[src/rtl/two_to_four_decoder_pkg.sv]
// Shared types and decode helper for the 2-to-4 line decoder.
package two_to_four_decoder_pkg;

  localparam int unsigned SEL_W   = 2;
  localparam int unsigned NUM_OUT = 4;

  typedef logic [SEL_W-1:0]   sel_t;
  typedef logic [NUM_OUT-1:0] onehot_t;

  // Active-high one-hot image of a select value.
  function automatic onehot_t decode_onehot(input sel_t sel);
    onehot_t r;
    r      = '0;
    r[sel] = 1'b1;
    return r;
  endfunction

endpackage

[src/rtl/two_to_four_decoder_core.sv]
// Purely combinational enable-gated decode: {en,a,b} -> active-high one-hot.
module dec2to4_core
  import two_to_four_decoder_pkg::*;
(
  input  logic    en,
  input  logic    a,
  input  logic    b,
  output onehot_t onehot
);

  // All lines low when disabled, otherwise exactly one line high.
  always_comb begin
    onehot = '0;
    if (en) onehot = decode_onehot({a, b});
  end

endmodule

[src/rtl/two_to_four_decoder.sv]
// 2-to-4 decoder with optional output registers, valid flag, change pulse
// and selectable output polarity.
module two_to_four_decoder
  import two_to_four_decoder_pkg::*;
#(
  parameter bit REGISTERED     = 1'b1,
  parameter bit ACTIVE_LOW_OUT = 1'b0
) (
  input  logic clk,
  input  logic rst_n,
  input  logic en,
  input  logic a,
  input  logic b,
  output logic q0,
  output logic q1,
  output logic q2,
  output logic q3,
  output logic valid,
  output logic chg
);

  sel_t    sel;
  onehot_t dec;
  onehot_t hot;
  onehot_t out_lines;
  logic    valid_int;
  logic    chg_int;

  assign sel = {a, b};

  dec2to4_core u_core (
    .en     (en),
    .a      (a),
    .b      (b),
    .onehot (dec)
  );

  generate
    if (REGISTERED) begin : g_reg
      onehot_t hot_q;
      logic    valid_q;
      logic    chg_q;
      sel_t    prev_idx;

      // Register decode, valid and change pulse; the valid register doubles
      // as "previous cycle was valid" for the change comparison.
      always_ff @(posedge clk or negedge rst_n) begin
        if (!rst_n) begin
          hot_q    <= '0;
          valid_q  <= 1'b0;
          chg_q    <= 1'b0;
          prev_idx <= '0;
        end else begin
          hot_q   <= dec;
          valid_q <= en;
          chg_q   <= en & (~valid_q | (sel != prev_idx));
          if (en) prev_idx <= sel;
        end
      end

      assign hot       = hot_q;
      assign valid_int = valid_q;
      assign chg_int   = chg_q;
    end else begin : g_comb
      logic prev_valid;
      sel_t prev_idx;

      // Track the last cycle's validity and last valid index for chg.
      always_ff @(posedge clk or negedge rst_n) begin
        if (!rst_n) begin
          prev_valid <= 1'b0;
          prev_idx   <= '0;
        end else begin
          prev_valid <= en;
          if (en) prev_idx <= sel;
        end
      end

      // Reset gates the combinational path so no partial decode escapes.
      assign valid_int = en & rst_n;
      assign hot       = rst_n ? dec : '0;
      assign chg_int   = valid_int & (~prev_valid | (sel != prev_idx));
    end
  endgenerate

  assign out_lines = ACTIVE_LOW_OUT ? ~hot : hot;

  assign q0    = out_lines[0];
  assign q1    = out_lines[1];
  assign q2    = out_lines[2];
  assign q3    = out_lines[3];
  assign valid = valid_int;
  assign chg   = chg_int;

endmodule

[config.mk]
export PLATFORM = sky130hd
export DESIGN_NAME = two_to_four_decoder
export DESIGN_NICKNAME = d
export VERILOG_FILES = /design/src/rtl/two_to_four_decoder_pkg.sv /design/src/rtl/two_to_four_decoder_core.sv /design/src/rtl/two_to_four_decoder.sv
export SDC_FILE = /design/constraint.sdc
export NUM_CORES = 1
export LEC_CHECK = 0
export ABC_AREA = 1
export BUFFER_PORTS_ARGS = -buffer_cell sky130_fd_sc_hd__buf_2
export CORE_AREA = 2 2 39 41
export CTS_CLUSTER_SIZE = 40
export DETAILED_ROUTE_END_ITERATION = 12
export DIE_AREA = 0 0 41 43
export PLACE_DENSITY_LB_ADDON = 0.25
export SYNTH_ARGS = -nofsm -noshare
export SYNTH_HDL_FRONTEND = slang
export SYNTH_SLANG_ARGS = --single-unit
[constraint.sdc]
create_clock -name clk -period 0.8 [get_ports clk]
set_input_delay 0.08 -clock clk [delete_from_list [all_inputs] [get_ports clk]]
set_output_delay 0.08 -clock clk [all_outputs]
set_load 0.005 [all_outputs]
==> impl_metrics.json, run 1 <==
{
  "status": "complete, but fails checks",
  "failed_checks": "negative setup slack",
  "clk_pin_slew_ns": 0.05,
  "dieArea_um2": 1760,
  "syn_area_um2": 279,
  "cts_tree": "built",
  "ctsLongestPathBuffers": 2,
  "ir_drop_mv": 1.13,
  "power.leakage_nw": 0.214,
  "relSlewSlack_pct": 88.7,
  "synthCells": 27,
  "fin_crit_sh_pct": 103,
  "tns_ns": -0.0356,
  "io_buffer_count": 10,
  "ys_ff_latch": 8,
  "busiest_layer": "met1",
  "drtIter0Drc": 6,
  "grt_use_total_pct": 7.60,
  "first_global_vias": 196,
  "skew_ns": 0.0000333,
  "drt-total-wl_um": 499,
  "dr.pass1.iters": 4,
  "viasPerCell": 3.91,
  "yosysTopAreaCell": "dfrtp_1",
  "ios": 11,
  "synth_fp_nets": 32,
  "n_fill_cell": 145,
  "cts_buffers": 3,
  "via_count": 227,
  "start_util_pct": 20.2,
  "synth_area_leaders": "dfrtp_1 (72%), nand2_1 (6.7%), nor2_1 (5.4%), inv_1 (4.0%), nor3_1 (3.6%)",
  "grt_max_degree": 9,
  "grt_pass1_wl_um": 807,
  "arrival_ns": 0.74,
  "grt.overflow.total": 0,
  "dieWidth_um": 41,
  "period_minus_slack_ns": 0.824,
  "grtUsageMet1_pct": 9.60,
  "drv_slew": 0,
  "required_ns": 0.72,
  "coreArea_um2": 1380,
  "final_cell_area_um2": 392,
  "report.power.total_uw": 818,
  "cts.sinks": 8,
  "antenna_found_initial": 0,
  "post-cts-setup-buffer-count": 0,
  "seq_area_frac_synth_pct": 71.7,
  "place_ws_ns": 0.0553,
  "slowest_stage": "dfrtp_1",
  "wire_per_inst_um": 8.60,
  "post-place-cells": 53,
  "die_height_um": 43,
  "path_buf_inv": 1,
  "setup_slack_ns": -0.0243,
  "route.detailed.drc": 0,
  "drv_cap": 0,
  "drive_gt1_share_pct": 33.3,
  "cts-root-buf": "clkbuf_4",
  "fin_cells": 58,
  "critPathTopFamily": "flip-flops",
  "synth_cell_types": 9,
  "use_met3_pct": 6.28,
  "antenna_cells": 0,
  "endpoint_kind": "output port",
  "h-tree-depth": 1,
  "grtUsageMet2_pct": 8.75,
  "fin_nets": 49,
  "hold_viol": 0,
  "area_delta_synth_final_pct": 40.4,
  "rows": 14,
  "worstMarginPinSlew_ns": 0.169,
  "holdWs_ns": 0.0541,
  "fin_util_pct": 28.3,
  "max_freq_ghz": 1.21,
  "worstPathMaxFanout": 2,
  "synth_warnings": 0,
  "ant_nets": 0,
  "rsz0062_at_grt": "yes",
  "crit_chain": "buf_2",
  "min_path_type": "input port to register",
  "placed_cell_area_um2": 349,
  "regArea_um2": 200,
  "start_kind": "register",
  "power_per_cell_area_nw_per_um2": 2090,
  "path_class": "register to output port",
  "setup_viol": 3,
  "globalplace.congestion": 0.812,
  "multiInputGateArea_um2": 63.8,
  "max_stage_delay_ns": 0.37,
  "clkLatencyLatePin_ns": 0.25,
  "post_cts_resized": 0,
  "avgSynthCellArea_um2": 10.3,
  "synth.top_cell.area_share_pct": 71.7
}
==> routing by layer <==
metal  wire length [um]  vias to the layer above
met2                186                       12
li1                   -                      115
met5                  0                        -
met1                242                       98
met4                 13                        0
met3                 56                        2
==> where the power goes <==
part,internal (mW),switching [mW]
clock network,0.171,0.128
logic,0.0365,0.0473
registers,0.428,0.00650
==> placed cells by master (no fill, tap or decap) <==
cell type / instances
dlygate4sd3_1: 2
clkbuf_4: 3
inv_1: 3
nand2_1: 5
dfrtp_1: 8
buf_2: 10
nand3_1: 1
inv_2: 1
o21ai_0: 2
o21ai_1: 1
nor2_1: 4
nor3_1: 2
==> cells in the mapped netlist <==
library cell	count
nand3_1	1
inv_1	3
nor3_1	2
nor2_1	4
o21ai_0	2
o21ai_1	1
inv_2	1
dfrtp_1	8
nand2_1	5
==> cell families after synthesis <==
family / share of synthesized area (%)
compound gates: 5.38
buf+inv: 5.38
flops: 71.7
simple gates: 17.5
==> layout make-up <==
| type | count | area share [%] |
|---|---|---|
| Timing Repair Buffer | 12 | 17.9 |
| Sequential cell | 8 | 51.1 |
| Clock buffer | 3 | 5.75 |
| Inverter | 4 | 3.83 |
| Multi-Input combinational cell | 15 | 16.3 |
| Tap cell | 16 | 5.11 |
==> flip-flops by register name (all words and copies together), names as in the netlist <==
signal and flops:
g_reg.hot_q 4, g_reg.prev_idx 2, chg 1, valid 1
==> timing repair <==
| item | in CTS | in global routing |
|---|---|---|
| endpoints found under the hold margin | 9 | 0 |
| hold buffers | 2 | 0 |
| endpoints found under the setup margin | 6 | 7 |
==> worst reg2reg max path, delay by kind of cell (launching register included) <==
kind,cells,cell delay [ns]
DFF,1,0.34
and+or+nand+nor,4,0.25
buffers and inverters,1,0.05
==> final timing paths <==
path,from,to,slack (ns),cells past startpoint
min in group asynchronous,rst_n,g_reg.prev_idx[1],0.19,2
worst min-delay path,b,g_reg.hot_q[0],0.05,2
worst max-delay path,valid,valid,-0.02,1
max in group asynchronous,rst_n,g_reg.hot_q[0],0.44,2
worst min register to register,g_reg.prev_idx[1],g_reg.prev_idx[1],0.55,2
worst max register to register,g_reg.prev_idx[1],chg,0.05,5
(Power assumes the default switching activity.)
==> run 2: changes to the inputs <==
--- a/config.mk
+++ b/config.mk
@@ -11,7 +11,8 @@
 export CTS_CLUSTER_SIZE = 40
 export DETAILED_ROUTE_END_ITERATION = 12
 export DIE_AREA = 0 0 41 43
-export PLACE_DENSITY_LB_ADDON = 0.25
+export PLACE_DENSITY = 0.4
 export SYNTH_ARGS = -nofsm -noshare
 export SYNTH_HDL_FRONTEND = slang
+export SYNTH_HIERARCHICAL = 1
 export SYNTH_SLANG_ARGS = --single-unit
==> run 2 against run 1 <==
Compared with the run above:
- largest power group unchanged
- cell count up 8.6%
- the flow still finishes with violations (negative setup slack)
- design area up 5.1%
- sequential share of layout area down 2.5 points
==> impl_metrics.json, run 2 <==
{
  "skew_ns": 0.000152,
  "first_global_vias": 203,
  "worstPathMaxFanout": 2,
  "synth_fp_nets": 36,
  "synth_edf_count": 0,
  "relSlewSlack_pct": 87.9,
  "max_flop_register": "g_reg.hot_q",
  "clkLatencyLatePin_ns": 0.24,
  "layout_commonest_cell": "buf_2",
  "grt_max_degree": 9,
  "ant_nets": 0,
  "drtIter0Drc": 4,
  "worstMarginPinSlew_ns": 0.182,
  "synth_area_leaders": "dfrtp_1 (69%), nand2_1 (9.0%), nor2_1 (7.7%), o21ai_1 (5.2%), inv_1 (5.2%)",
  "crit_start": "valid",
  "yosysTopAreaCell": "dfrtp_1",
  "cts_tree": "built",
  "post-place-cells": 57,
  "syn_area_um2": 292,
  "synth.top_cell.area_share_pct": 68.7,
  "final_cell_mix": "buf_2 (10), dfrtp_1 (8), nand2_1 (6), nor2_1 (6)",
  "multiInputGateArea_um2": 71.3,
  "viasPerCell": 3.71,
  "die_height_um": 43,
  "status": "complete, but fails checks",
  "fin_util_pct": 29.7,
  "drv_cap": 0,
  "wire_per_inst_um": 8.00,
  "synth_warnings": 6,
  "max_freq_ghz": 1.21,
  "synth_commonest_cells": "dfrtp_1 (8), nand2_1 (7), nor2_1 (6)",
  "cts-root-buf": "clkbuf_4",
  "fin_nets": 54,
  "power.leakage_nw": 0.236,
  "coreArea_um2": 1380,
  "cts.sinks": 8,
  "synth-async-reset-ratio_pct": 100,
  "ctsLongestPathBuffers": 2,
  "dr.pass1.iters": 2,
  "yosysMostFrequentCell": "dfrtp_1",
  "hold_path.startpoint": "en",
  "area_delta_synth_final_pct": 41.2,
  "dieArea_um2": 1760,
  "globalplace.congestion": 0.692,
  "via_count": 234,
  "h-tree-depth": 1,
  "rsz0062_at_grt": "yes",
  "ys_ff_latch": 8,
  "path_class": "register to output port",
  "io_buffer_count": 10,
  "grt_pass1_wl_um": 807,
  "n_fill_cell": 151,
  "dominantRegCellSynth": "dfrtp_1",
  "drive_gt1_share_pct": 40.4,
  "hpwl_um": 383,
  "clk_pin_slew_ns": 0.05,
  "power_per_cell_area_nw_per_um2": 2020,
  "drv_slew": 0,
  "largest_reg_flops": 4,
  "antenna_found_initial": 0,
  "ir_drop_mv": 0.727,
  "endpoint_kind": "output port",
  "fin_crit_sh_pct": 103,
  "min_path_type": "input port to register",
  "route.detailed.drc": 0,
  "dieWidth_um": 41,
  "cts_buffers": 3,
  "critPathTopFamily": "flip-flops",
  "regArea_um2": 200,
  "slowest_stage": "dfrtp_1",
  "grt_use_total_pct": 6.99,
  "arrival_ns": 0.74,
  "failed_checks": "negative setup slack",
  "r2r-start": "g_reg.prev_idx[1]",
  "grt.overflow.total": 0,
  "required_ns": 0.72,
  "path_buf_inv": 1,
  "antenna_cells": 0,
  "setup_viol": 1,
  "period_minus_slack_ns": 0.824,
  "ios": 11,
  "avgSynthCellArea_um2": 9.40,
  "reg.largest.list": "g_reg.hot_q: 4 flops, g_reg.prev_idx: 2 flops",
  "crit_chain": "buf_2",
  "holdWs_ns": 0.0210,
  "hold_viol": 0,
  "fin_cells": 63,
  "start_kind": "register",
  "synth_cell_types": 7,
  "drt-total-wl_um": 504,
  "start_util_pct": 21.1,
  "seq_area_frac_synth_pct": 68.7,
  "setup_slack_ns": -0.0237,
  "rows": 14,
  "report.power.total_uw": 830,
  "place_ws_ns": 0.0488,
  "max_stage_delay_ns": 0.37,
  "synthCells": 31
}
## run 2: cell types whose count changed in the layout (fill, tap and decap cells not counted), sizes merged
cell | before | now
buf | 10 | 12
inv | 4 | 6
nand2 | 5 | 7
nor2 | 4 | 6
nor3 | 2 | 0
dlygate4sd3 | 2 | 1
## run 2: power by group
part	total (mW)	internal [mW]	switching [mW]	leakage (nW)
sequential	0.438	0.428	0.00939	0.102
combinational	0.0980	0.0467	0.0513	0.120
clock	0.294	0.171	0.123	0.0138
total	0.830	0.646	0.184	0.236
## run 2: cell type report
| type | instances | area share, % |
|---|---|---|
| clock buffer | 3 | 5.47 |
| inverter | 6 | 5.47 |
| multi-input combinational | 17 | 17.3 |
| sequential | 8 | 48.6 |
| tap | 16 | 4.86 |
| timing repair buffer | 13 | 18.2 |
## run 2: metrics by stage
step	cell area (um2)	TNS, ns
after global placement	362	0
after global routing	412	-0.212
after CTS	394	-0.0435
after floorplan	292	0
final	412	-0.0237
after detailed placement	362	0
## run 2: routing by layer
metal / share of wire, % / global-route usage, % / vias to the layer above
met5: 0 / 0 / -
met4: 0 / 2.00 / 0
met3: 9.9 / 5.24 / 0
met2: 39 / 8.75 / 8
met1: 50 / 9.27 / 101
li1: - / - / 125
## run 2: worst paths after layout
check	slack [ns]	depth (start not counted)	to
max in group asynchronous	0.43	2	g_reg.hot_q[0]
setup / recovery	-0.02	1	valid
min in group asynchronous	0.20	2	chg
setup reg to reg	0.04	4	chg
hold / removal	0.02	1	valid
hold reg to reg	0.56	3	chg
## run 2: cell families after synthesis
logic type	Yosys count	synth area share (%)
and+or+nand+nor	14	18.5
DFF	8	68.7
buffers and inverters	6	7.72
AOI/OAI and AO/OA	3	5.15
## run 2: repair_timing
| item | in CTS | in global routing |
|---|---|---|
| setup endpoints to repair | 4 | 7 |
| resized for setup | 0 | 2 |
| pin swaps | 0 | 4 |
| buffers inserted | 0 | 2 |
| hold buffers | 1 | 0 |
| endpoints found under the hold margin | 8 | 0 |
==> run 3: changes to the inputs <==
--- a/config.mk
+++ b/config.mk
@@ -6,12 +6,12 @@
 export NUM_CORES = 1
 export LEC_CHECK = 0
 export ABC_AREA = 1
-export BUFFER_PORTS_ARGS = -buffer_cell sky130_fd_sc_hd__buf_2
 export CORE_AREA = 2 2 39 41
 export CTS_CLUSTER_SIZE = 40
 export DETAILED_ROUTE_END_ITERATION = 12
 export DIE_AREA = 0 0 41 43
-export PLACE_DENSITY = 0.4
+export DONT_BUFFER_PORTS = 1
+export PLACE_DENSITY = 0.33
 export SYNTH_ARGS = -nofsm -noshare
 export SYNTH_HDL_FRONTEND = slang
 export SYNTH_HIERARCHICAL = 1
==> run 3 against run 2 <==
Compared with the run above:
- the run now ends clean
- largest power group unchanged
- power up 0.42%
- largest cell class unchanged
- hold slack better by 0.046 ns
- fmax up 6.1%
==> impl_metrics.json, run 3 (synthesis results as in run 2) <==
{
  "status": "finished, final reports clean",
  "cts_buffers": 3,
  "post-cts-setup-buffer-count": 0,
  "io_buffer_count": 0,
  "clkLatencyLatePin_ns": 0.26,
  "min_path_type": "input port to register",
  "reg.largest.list": "g_reg.hot_q: 4 flops, g_reg.prev_idx: 2 flops",
  "grt.overflow.total": 0,
  "endpoint_kind": "register",
  "worstMarginPinSlew_ns": 0.379,
  "r2r-start": "g_reg.prev_idx[1]",
  "drv_cap": 0,
  "die_height_um": 43,
  "worstPathMaxFanout": 2,
  "h-tree-depth": 1,
  "route.detailed.drc": 0,
  "area_delta_synth_final_pct": 36.1,
  "fin_crit_sh_pct": 97.1,
  "worstReg2RegEnd": "chg",
  "max_flop_register": "g_reg.hot_q",
  "setup_slack_ns": 0.0236,
  "power.leakage_nw": 0.211,
  "dieWidth_um": 41,
  "rows": 14,
  "place_ws_ns": 0.0243,
  "viasPerCell": 4.09,
  "relSlewSlack_pct": 74.6,
  "via_count": 229,
  "hold_end": "chg",
  "hold_path.startpoint": "b",
  "max_stage_delay_ns": 0.39,
  "ctsLongestPathBuffers": 2,
  "hold_viol": 0,
  "arrival_ns": 0.93,
  "grt_use_total_pct": 8.39,
  "worstRegToRegCells": 4,
  "cts.sinks": 8,
  "rsz0062_at_grt": "yes",
  "required_ns": 0.95,
  "setup_viol": 0,
  "skew_ns": 0.000131,
  "rrSetupSlack_ns": 0.02,
  "drv_slew": 0,
  "crit_chain": "nand2_1 -> nand3_1 -> nor2_1 -> nor2_1",
  "cts-root-buf": "clkbuf_4",
  "globalplace.congestion": 0.739,
  "ant_nets": 0,
  "hpwl_um": 389,
  "start_util_pct": 21.1,
  "final_cell_mix": "dfrtp_1 (8), nand2_1 (7), nor2_1 (6), dlygate4sd3_1 (5)",
  "tns_ns": 0,
  "ios": 11,
  "slowest_stage": "dfrtp_1",
  "layout_commonest_cell": "dfrtp_1",
  "largest_reg_flops": 4,
  "drt-total-wl_um": 581,
  "period_minus_slack_ns": 0.776,
  "dr.pass1.iters": 2,
  "crit_top_cell": "nor2_1",
  "drtIter0Drc": 3,
  "coreArea_um2": 1380,
  "power_per_cell_area_nw_per_um2": 2100,
  "max_freq_ghz": 1.29,
  "dieArea_um2": 1760,
  "n_fill_cell": 153,
  "grt_max_degree": 9,
  "antenna_found_initial": 0,
  "cts_tree": "built",
  "fin_nets": 47,
  "start_kind": "register",
  "wire_per_inst_um": 10.4,
  "grt_pass1_wl_um": 897,
  "clk_pin_slew_ns": 0.06,
  "hold_depth": 4,
  "ir_drop_mv": 0.623,
  "antenna_cells": 0,
  "path_class": "register to register",
  "first_global_vias": 215,
  "drive_gt1_share_pct": 15.0
}
run 3: cell count changes in the layout (fill, tap and decap cells not counted):
| cell | before | now |
|---|---|---|
| buf_2 | 10 | 0 |
| buf_4 | 2 | 0 |
| dlygate4sd3_1 | 1 | 5 |
| dlymetal6s4s_1 | 0 | 1 |
| nand2_1 | 6 | 7 |
| nand2_2 | 1 | 0 |
run 3: what timing repair did:
| item | in CTS | in global routing |
|---|---|---|
| resized for setup | 0 | 2 |
| setup endpoints to repair | 0 | 5 |
| hold buffers | 6 | 0 |
| endpoints found under the hold margin | 16 | 0 |
run 3: worst max path at each step:
stage,from,end,slack [ns],cells past startpoint
5_1_grt,g_reg.prev_idx[0],chg,-0.03,4
6_report,g_reg.prev_idx[1],chg,0.02,4
3_3_place_gp,g_reg.prev_idx[1],chg,0.05,5
4_1_cts,g_reg.prev_idx[0],chg,0.02,4
3_5_place_dp,g_reg.prev_idx[0],chg,0.02,4
2_1_floorplan,g_reg.prev_idx[0],chg,0.08,4
run 3: power by group:
group / internal [mW] / switching, mW
Clock: 0.172 / 0.143
Sequential: 0.428 / 0.0134
Combinational: 0.0367 / 0.0399
run 3: final cells by class:
cell class,instances,area (um2),share of cell area (%)
Inverter,6,22.5,5.68
Clock buffer,3,22.5,5.68
Multi-Input combinational cell,17,68.8,17.4
Sequential cell,8,200,50.5
Timing Repair Buffer,6,62.6,15.8
Tap cell,16,20.0,5.05
run 3: routing by layer:
layer	wire length [um]	up-vias	GRT usage, %
li1	-	111	-
met1	258	106	10.9
met2	234	10	9.06
met3	73	2	4.71
met4	14	0	8.00
met5	0	-	0
run 3: through the flow:
step / hold slack [ns] / power, mW / cell area, um2 / util [%] / std cells
global placement: -0.215 / 0.488 / 312 / 22.5 / 47
global route: 0.0990 / 0.879 / 397 / 28.7 / 56
finish: 0.0673 / 0.833 / 397 / 28.7 / 56
floorplan: -0.216 / 0.480 / 292 / - / 31
detailed placement: -0.215 / 0.489 / 312 / 22.5 / 47
CTS: 0.0794 / 0.848 / 394 / 28.5 / 56
run 3: worst max-delay path, delay by kind of cell (launching register included):
family,cells,cell delay (ns)
and+or+nand+nor,4,0.28
DFF,1,0.39
